==> config.mk <==
export PLATFORM = sky130hd
export DESIGN_NAME = xor2
export DESIGN_NICKNAME = d
export VERILOG_FILES = /design/src/rtl/xor2.sv
export SDC_FILE = /design/constraint.sdc
export NUM_CORES = 1
export LEC_CHECK = 0
export ABC_CLOCK_PERIOD_IN_PS = 2500
export BUFFER_PORTS_ARGS = -buffer_cell sky130_fd_sc_hd__buf_2
export CORE_MARGIN = 5
export CORE_UTILIZATION = 30
export DETAILED_ROUTE_END_ITERATION = 8
export PLACE_DENSITY = 0.52
export SLEW_MARGIN = 20
export SYNTH_ARGS = -nofsm -noshare
export SYNTH_HDL_FRONTEND = slang
export SYNTH_SLANG_ARGS = --single-unit
==> constraint.sdc <==
create_clock -name clk -period 2.5 [get_ports clk]
set_input_delay 0.25 -clock clk [delete_from_list [all_inputs] [get_ports clk]]
set_output_delay 0.25 -clock clk [all_outputs]
set_load 0.1 [all_outputs]
==> src/rtl/xor2.sv <==
// Bitwise XOR leaf primitive: combinational result, a registered copy and a
// saturating count of cycles in which the operands differ.
// Define XOR2_PARITY_EN to add parity_q, the registered odd parity of a ^ b.
module xor2 #(
  parameter int WIDTH = 1,
  parameter int CNT_W = 8
) (
  input  logic             clk,
  input  logic             rst,
  input  logic [WIDTH-1:0] a,
  input  logic [WIDTH-1:0] b,
  input  logic             cnt_clr,
  output logic [WIDTH-1:0] out,
  output logic [WIDTH-1:0] out_q,
  output logic [CNT_W-1:0] diff_cnt,
  output logic             diff_sat
`ifdef XOR2_PARITY_EN
  ,
  output logic             parity_q
`endif
);

  logic diff;

  // Plain XOR so an X/Z operand bit shows up as X on the matching out bit.
  assign out  = a ^ b;
  assign diff = |out;

  assign diff_sat = (diff_cnt == {CNT_W{1'b1}});

  // NOTE: state registers use non-blocking assignments so every flop samples
  // the pre-edge values, regardless of the order in which blocks are evaluated.
  always_ff @(posedge clk or posedge rst) begin
    if (rst) begin
      out_q <= '0;
    end else begin
      out_q <= out;
    end
  end

  // Clear has priority over counting; the count sticks at all-ones.
  always_ff @(posedge clk or posedge rst) begin
    if (rst) begin
      diff_cnt <= '0;
    end else if (cnt_clr) begin
      diff_cnt <= '0;
    end else if (diff && !diff_sat) begin
      diff_cnt <= diff_cnt + CNT_W'(1);
    end
  end

`ifdef XOR2_PARITY_EN
  always_ff @(posedge clk or posedge rst) begin
    if (rst) begin
      parity_q <= 1'b0;
    end else begin
      parity_q <= ^out;
    end
  end
`endif

endmodule

==> metrics, run 1 <==
wl on met1 466 µm; first-pass GRT wire length 1660 µm; critical path startpoint category register; Area Overhead vs Synth 27.7%; initial core utilization 32.0%; register area share after synthesis 46.2%; number of global-route vias before repair 345; CTS HTree Levels 1; CP Class reg2out; worst vdd ir 0.000308 V; measured slew at the worst slew-check pin 0.490 ns; final RePlAce weighted congestion 0.713; Die Y 50.3 µm; fin crit share 76.0%; Syn Area/Cell 10.2 µm²; drt via density 5.04; total CTS buffers 3; combinational share of power 27.8%; max frequency 526 MHz; share of power burned in registers 42.7%; Synth Cell Area 488 µm²; top cell type's share of synthesized area 46.2%; HP Class in2reg; routed wl met3 60 µm; setup TNS 0 ns; Setup violations, final 0; final slew viol count 0; clk_lat worst skew 0.25 ns; I/O Buffers 15; largest area contributor in the netlist dfrtp_1; Post-CTS Setup Bufs 0; Overflow after GRT 0; met2 wire length 477 µm; post-layout util 40.9%; largest net degree at the start of global routing 10; Iter 0 DRT Violations 9; relative slew slack 67.6%; Ports 16; Fill cells 150; Reg clk slew, reported paths 0.06 ns; final hold viol count 0; power per standard cell area 592 nW/µm²; most frequent cells in the layout 15 x buf_2, 9 x dfrtp_1, 7 x nor2_1; commonest non-fill, non-tap cell in the layout buf_2; DRC 0; row cnt 14; Synth warnings 0; antenna-violating nets left 0; critical path arrival 1.65 ns; Cell variety after synth 22; Die Wd 50.3 µm; pre-CTS WS 0.873 ns; RSZ-0062 raised after global routing no; core area 1520 µm²; max_cap viols 0; layout cells sized above 1 32.8%; gr usage total 8.53%; Mapped Nets 54; TritonCTS clock tree done; via count 418; Clk pwr share 29.5%; WL/cell 12.1 µm; topmost layer with routed signal wires met3; endpoint type of the worst setup path output pin; TritonCTS Sinks 9; NetSw 0.136 mW; Final HPWL DP 746 µm; top cells by area, synth dfrtp_1 46%, nor2_1 6.2%, a2111oi_4 5.6%; Sequential Area 225 µm²; nets 74; Cell Int Power 0.233 mW; Setup Skew 0.00246 ns; total die area 2530 µm²; Critical Path RT 2.25 ns; Root Buffer clkbuf_4; LEAKAGE 0.291 nW; Cells after Synth 48; flops & latches, synth 9; diode count 0; WL final 1000 µm; Critical Path Fanout Max 8; maximum clock path buffer count 2; initial antenna violation count 0; worst hold slack 0.266 ns; hold_buf cts 1; Period minus WS final 1.90 ns; multi-input logic area 255 µm²; Total Power 0.369 mW; setup ws final 0.600 ns; switching part of the total 36.9%; TritonRoute pass-1 iters 4; post-cts sizing count 0; status completed
==> cells in the mapped netlist <==
cell type / number
dfrtp_1: 9
nor2_1: 8
nand2_1: 4
a21oi_1: 3
inv_1: 3
a211oi_1: 2
mux2i_1: 2
nand3_1: 2
nor3_1: 2
a2111oi_4: 1
a41o_1: 1
and4_1: 1
and4_4: 1
buf_1: 1
ha_1: 1
o21a_1: 1
o21ai_0: 1
o41ai_1: 1
or4_1: 1
xnor2_1: 1
xnor2_2: 1
xor2_1: 1
==> area by class of cell <==
cell class | instances | share of cell area (%)
Multi-Input combinational cell | 35 | 41.0
Timing Repair Buffer | 16 | 13.7
Sequential cell | 9 | 36.1
Inverter | 3 | 1.81
Tap cell | 16 | 3.21
Clock buffer | 4 | 4.22
==> cells by family (layout without fill, tap and decap cells) <==
| group | Yosys count | count (layout) | synth area share (%) |
|---|---|---|---|
| and+or+nand+nor | 19 | 19 | 19.0 |
| AOI/OAI and AO/OA | 10 | 10 | 18.2 |
| buffers and inverters | 4 | 23 | 3.08 |
| adders and majority gates | 1 | 1 | 2.56 |
| DFF | 9 | 9 | 46.2 |
| xor gates and xnor gates | 3 | 3 | 6.92 |
| muxes | 2 | 2 | 4.10 |
==> critical path: stages (launching register included) <==
cell     delay [ns]
dfrtp_1        0.39
ha_1           0.20
nand2_1        0.23
nor2_4         0.15
buf_2          0.43
==> power groups by stage <==
stage / combinational [mW] / sequential, mW / clock, mW
final: 0.103 / 0.158 / 0.109
after global routing: 0.109 / 0.159 / 0.123
after CTS: 0.104 / 0.158 / 0.117
after detailed placement: 0.102 / 0.160 / 0
after global placement: 0.103 / 0.160 / 0
after floorplan: 0.0358 / 0.209 / 0
==> per-layer routing <==
metal | up-vias | track usage [%]
met3 | 0 | 5.33
met2 | 10 | 12.1
met1 | 197 | 11.2
li1 | 211 | -
met4 | 0 | 1.28
met5 | - | 0
==> stage by stage <==
stage | instances | cell area, µm²
5_1_grt | 83 | 623
4_1_cts | 83 | 623
6_report | 83 | 623
3_5_place_dp | 78 | 587
3_3_place_gp | 78 | 587
2_1_floorplan | 48 | 495
==> final timing paths <==
kind | cells past startpoint | end | from | slack, ns
setup / recovery | 4 | diff_sat | diff_cnt[0] | 0.60
hold / removal | 2 | diff_cnt[6] | cnt_clr | 0.27
setup reg to reg | 4 | diff_cnt[6] | diff_cnt[0] | 1.00
hold reg to reg | 2 | diff_cnt[1] | diff_cnt[1] | 0.58
max in group asynchronous | 3 | diff_cnt[5] | rst | 1.76
min in group asynchronous | 3 | out_q | rst | 0.49
==> state kept, by name, summed over array words and instances, names as in the netlist <==
| register | cells |
|---|---|
| diff_cnt | 8 |
| out_q | 1 |
No activity file was read; power rests on OpenSTA's default activity.
==> run 2, diff against run 1 <==
- ABC_CLOCK_PERIOD_IN_PS: 2500 -> 1800
- clock period: 2.5 -> 1.8 ns (I/O delays scaled with it)
==> run 2 against run 1 <==
Clock skew increased by 0.00052 ns. Via count increased by 3.1%. Register-to-register slack got worse by 0.71 ns. Design area increased by 6.4%. Largest power group unchanged.
==> metrics, run 2 (synthesized netlist as in run 1, its figures left out) <==
most frequent cells in the layout 14 x buf_2, 7 x nor2_1, 6 x dfrtp_4 (was 15 x buf_2, 9 x dfrtp_1, 7 x nor2_1); first-pass GRT wire length 1840 µm (was 1660 µm); final slew viol count 0 (unchanged); max_cap viols 0 (unchanged); TritonRoute pass-1 iters 4 (unchanged); row cnt 14 (unchanged); HP Class in2reg (unchanged); layout cells sized above 1 44.8% (was 32.8%); initial antenna violation count 0 (unchanged); post-route insts no fill 83 (unchanged); combinational share of power 27.0% (was 27.8%); LEAKAGE 0.279 nW (was 0.291 nW); Reg clk slew, reported paths 0.07 ns (was 0.06 ns); total CTS buffers 3 (unchanged); crit path buf inv count 1 (unchanged); post-layout util 43.5% (was 40.9%); Setup violations, final 0 (unchanged); nets 74 (unchanged); status completed (unchanged); GRT met2 Usage 13.6% (was 12.1%); Clk pwr share 31.0% (was 29.5%); final RePlAce weighted congestion 0.716 (was 0.713); Critical Path RT 1.62 ns (was 2.25 ns); pre-CTS WS 0.292 ns (was 0.873 ns); share of power burned in registers 42.0% (was 42.7%); drt via density 5.19 (was 5.04); I/O Buffers 15 (unchanged); slowest library cell on the worst path dfrtp_4 (was buf_2); Ports 16 (unchanged); Period minus WS final 1.69 ns; via count 431 (was 418); core area 1520 µm² (unchanged); Critical Path Fanout Max 8 (unchanged); Die Y 50.3 µm (unchanged); WL/cell 13.0 µm (was 12.1 µm); power per standard cell area 800 nW/µm² (was 592 nW/µm²); Top Usage Layer GRT met2 (unchanged); met1 Use GR 12.5% (was 11.2%); placed cell count 78 (unchanged); Total Power 0.530 mW (was 0.369 mW); CP max stage delay 0.49 ns (was 0.43 ns); Final HPWL DP 812 µm (was 746 µm); Iter 0 DRT Violations 6 (was 9); gr usage total 9.58% (was 8.53%); Die Wd 50.3 µm (unchanged); TritonCTS Sinks 9 (unchanged); commonest non-fill, non-tap cell in the layout buf_2 (unchanged); antenna-violating nets left 0 (unchanged); setup TNS 0 ns (unchanged); Most flops, register diff_cnt (unchanged); measured slew at the worst slew-check pin 0.485 ns (was 0.490 ns); grt met3 use 3.55% (was 5.33%); critical path arrival 1.51 ns (was 1.65 ns); endpoint type of the worst setup path output pin (unchanged); diode count 0 (unchanged); initial core utilization 32.0% (unchanged); setup ws final 0.111 ns (was 0.600 ns); DRC 0 (unchanged); fin crit share 93.8%; Root Buffer clkbuf_4 (unchanged); NetSw 0.203 mW (was 0.136 mW); final hold viol count 0 (unchanged); WL final 1080 µm (was 1000 µm); worst-path cell chain ha_1 > nand2_1 > nor2_4 > buf_12 (was ha_1 > nand2_1 > nor2_4 > buf_2); crit-path leading delay family flip-flops (was buffers and inverters); switching part of the total 38.2% (was 36.9%); number of global-route vias before repair 395 (was 345); largest net degree at the start of global routing 10 (unchanged); total die area 2530 µm² (unchanged); Setup Skew 0.00298 ns (was 0.00246 ns); Area Overhead vs Synth 35.9% (was 27.7%); max reg flops 8 (unchanged); worst vdd ir 0.000407 V (was 0.000308 V); TritonCTS clock tree done (unchanged); CP Class reg2out (unchanged); Cell Int Power 0.328 mW (was 0.233 mW); RSZ-0062 raised after global routing no (unchanged); CTS HTree Levels 1 (unchanged); Largest regs diff_cnt: 8 flops, out_q: 1 flops (unchanged); Overflow after GRT 0 (unchanged); clk_lat worst skew 0.27 ns (was 0.25 ns); critical path startpoint category register (unchanged); relative slew slack 67.9% (was 67.6%); max frequency 592 MHz; maximum clock path buffer count 2 (unchanged)
-- run 2: cell count changes in the layout (fill, tap and decap cells not counted) --
cell     change
buf_2        -1
dfrtp_2      +2
dfrtp_4      +6
buf_12       +1
dfrtp_1      -8
-- run 2: what timing repair did --
item                      4_1_cts  5_1_grt
hold buffers                    1        0
hold endpoints to repair        9        0
resized for setup               0        0
buffers inserted                0        0
-- run 2: path summary, 6_finish.rpt --
| kind | from | endpoint | slack [ns] | depth (start not counted) |
|---|---|---|---|---|
| setup / recovery | diff_cnt[0] | diff_sat | 0.11 | 4 |
| hold / removal | cnt_clr | diff_cnt[6] | 0.18 | 2 |
| setup reg to reg | diff_cnt[0] | diff_cnt[6] | 0.29 | 4 |
| hold reg to reg | diff_cnt[3] | diff_cnt[3] | 0.56 | 1 |
| max in group asynchronous | rst | diff_cnt[1] | 1.10 | 3 |
| min in group asynchronous | rst | diff_cnt[6] | 0.41 | 3 |
-- run 2: final cells by class --
cell class / count / area (µm²)
Clock buffer: 4 / 26.3
Fill cell: 159 / 861
Inverter: 3 / 11.3
Multi-Input combinational cell: 35 / 255
Sequential cell: 9 / 250
Tap cell: 16 / 20.0
Timing Repair Buffer: 16 / 100
-- run 2: metrics by stage --
stage / hold WS [ns] / instance area, µm²
6_report: 0.178 / 663
5_1_grt: 0.203 / 663
4_1_cts: 0.179 / 663
3_5_place_dp: 0.175 / 627
3_3_place_gp: 0.167 / 627
2_1_floorplan: 0.00790 / 520
-- run 2: worst register-to-register path, stage by stage (launching register included) --
cell and delay (ns):
dfrtp_4 0.43, ha_1 0.19, nand2_1 0.22, or4_1 0.46, a21oi_1 0.15
-- run 2: power by group through the flow --
stage / Sequential, mW / Clock (mW) / Combinational (mW)
detailed placement: 0.227 / 0 / 0.143
floorplan: 0.296 / 0 / 0.0497
finish: 0.223 / 0.164 / 0.143
CTS: 0.223 / 0.168 / 0.145
global placement: 0.227 / 0 / 0.144
global route: 0.225 / 0.173 / 0.153
-- run 2: metal layers --
layer  wire (µm)  up-vias
li1            -      210
met1         472      193
met2         502       21
met3          76        7
met4          31        0
met5           0        -
==> run 3, diff against run 2 <==
- CELL_PAD_IN_SITES_DETAIL_PLACEMENT: not set -> 1
- CELL_PAD_IN_SITES_GLOBAL_PLACEMENT: not set -> 1
- PLACE_DENSITY: 0.52 -> 0.65
==> run 3 against run 2 <==
Sequential share of layout area is the same. Design area is the same. Die area is the same. Via count grew 4.2%. Critical path depth is the same. Utilization is the same. Clock skew shrank 0.0027 ns. Count of clock-buffer cells in the layout is the same. Sequential cell count is the same.
==> metrics, run 3 (synthesized netlist as in run 1, its figures left out) <==
status completed (unchanged); largest net degree at the start of global routing 10 (unchanged); Sequential Area 250 µm² (unchanged); clk_lat worst skew 0.27 ns (about the same); via count 449 (was 431); max reg flops 8 (unchanged); Cell Int Power 0.328 mW (about the same); min-delay src cnt_clr (unchanged); multi-input logic area 255 µm² (unchanged); Root Buffer clkbuf_4 (unchanged); total die area 2530 µm² (unchanged); critical path arrival 1.52 ns (was 1.51 ns); core area 1520 µm² (unchanged); Period minus WS final 1.70 ns (was 1.69 ns); max frequency 590 MHz (was 592 MHz); first-pass GRT wire length 2130 µm (was 1840 µm); Setup violations, final 0 (unchanged); DRC 0 (unchanged); endpoint type of the worst setup path output pin (unchanged); Final HPWL DP 922 µm (was 812 µm); worst-path cell chain ha_1 > nand2_1 > nor2_4 > buf_12 (unchanged); measured slew at the worst slew-check pin 0.475 ns (was 0.485 ns); Hold Path End diff_cnt[4] (was diff_cnt[6]); CTS HTree Levels 1 (unchanged); TritonRoute pass-1 iters 4 (unchanged); initial core utilization 32.0% (unchanged); share of power burned in registers 41.9% (was 42.0%); WL final 1260 µm (was 1080 µm); NetSw 0.207 mW (was 0.203 mW); relative slew slack 68.2% (was 67.9%); reg2reg setup slack 0.26 ns (was 0.29 ns); Largest regs diff_cnt: 8 flops, out_q: 1 flops (unchanged); Reg clk slew, reported paths 0.06 ns (was 0.07 ns); antenna-violating nets left 0 (unchanged); Hold Path Stages 2 (unchanged); final RePlAce weighted congestion 0.748 (was 0.716); Worst R2R End diff_cnt[6] (unchanged); R2R cell count 4 (unchanged); gr usage total 11.1% (was 9.58%); diode count 0 (unchanged); CP Class reg2out (unchanged); commonest non-fill, non-tap cell in the layout buf_2 (unchanged); switching part of the total 38.7% (was 38.2%); critical path startpoint category register (unchanged); LEAKAGE 0.279 nW (unchanged); most frequent cells in the layout 14 x buf_2, 7 x nor2_1, 6 x dfrtp_4 (unchanged); maximum clock path buffer count 2 (unchanged); TritonCTS Sinks 9 (unchanged); Die Y 50.3 µm (unchanged); WL/cell 15.1 µm (was 13.0 µm); combinational share of power 27.1% (was 27.0%); Die Wd 50.3 µm (unchanged); worst vdd ir 0.000419 V (was 0.000407 V); Area Overhead vs Synth 35.9% (unchanged); CP max stage delay 0.49 ns (about the same); Setup Skew 0.000329 ns (was 0.00298 ns); Clk pwr share 31.1% (was 31.0%); setup TNS 0 ns (unchanged); Fill cells 183 (was 159); Post-CTS Setup Bufs 0 (unchanged); total CTS buffers 3 (unchanged); TritonCTS clock tree done (unchanged); hold_buf cts 1 (unchanged); power per standard cell area 807 nW/µm² (was 800 nW/µm²); post-cts sizing count 0 (unchanged); nets 74 (unchanged); number of global-route vias before repair 462 (was 395); max_cap viols 0 (unchanged); HP Class in2reg (unchanged); initial antenna violation count 0 (unchanged); slowest library cell on the worst path dfrtp_4 (unchanged); I/O Buffers 15 (unchanged); Iter 0 DRT Violations 5 (was 6); layout cells sized above 1 44.8% (unchanged); drt via density 5.41 (was 5.19); Critical Path Fanout Max 8 (unchanged); row cnt 14 (unchanged); Reg-to-Reg Start diff_cnt[0] (unchanged); Total Power 0.535 mW (was 0.530 mW); Overflow after GRT 0 (unchanged); RSZ-0062 raised after global routing no (unchanged); fin crit share 94.2% (was 93.8%); final slew viol count 0 (unchanged); Most flops, register diff_cnt (unchanged); final hold viol count 0 (unchanged); Critical Path RT 1.62 ns (about the same); Ports 16 (unchanged)
run 3: cell counts in the layout (fill, tap and decap cells not counted):
Identical to the previous run, type by type.
run 3: cell type report:
cell class | count | share of cell area (%)
Inverter | 3 | 1.70
Clock buffer | 4 | 3.96
Timing Repair Buffer | 16 | 15.1
Sequential cell | 9 | 37.7
Tap cell | 16 | 3.02
Multi-Input combinational cell | 35 | 38.5
run 3: per-layer routing:
metal,routed length (µm),GRT usage [%],vias to the layer above
met1,578,13.4,218
met4,38,7.66,0
met2,562,16.7,15
met3,76,3.25,5
met5,0,0,-
li1,-,-,211
run 3: worst max-delay path by stage:
stage	cells past startpoint	endpoint	start	slack [ns]
after floorplan	3	diff_sat	diff_cnt[4]	0.03
after global placement	4	diff_cnt[6]	diff_cnt[0]	0.34
after detailed placement	4	diff_cnt[6]	diff_cnt[0]	0.28
after CTS	4	diff_sat	diff_cnt[0]	0.09
after global routing	4	diff_sat	diff_cnt[0]	0.01
final	4	diff_sat	diff_cnt[0]	0.10
run 3: critical path, delay by kind of cell, from the launching register on:
kind,cells,cell delay (ns)
DFF,1,0.49
and+or+nand+nor,2,0.34
adders and majority gates,1,0.23
buffers and inverters,1,0.17
run 3: metrics by stage:
stage | worst slack [ns] | hold WS [ns] | instance area, µm² | cells | utilization, %
final | 0.104 | 0.193 | 663 | 83 | 43.5
after global routing | 0.0110 | 0.193 | 663 | 83 | 43.5
after CTS | 0.0890 | 0.186 | 663 | 83 | 43.5
after detailed placement | 0.275 | 0.172 | 627 | 78 | 41.1
after global placement | 0.336 | 0.166 | 627 | 78 | 41.1
after floorplan | 0.0308 | 0.00790 | 520 | 48 | -
run 3: power by group through the flow:
stage	Sequential, mW	Clock, mW	Combinational (mW)
6_report	0.224	0.166	0.145
4_1_cts	0.224	0.173	0.146
3_3_place_gp	0.227	0	0.145
3_5_place_dp	0.228	0	0.145
2_1_floorplan	0.296	0	0.0497
5_1_grt	0.226	0.179	0.152
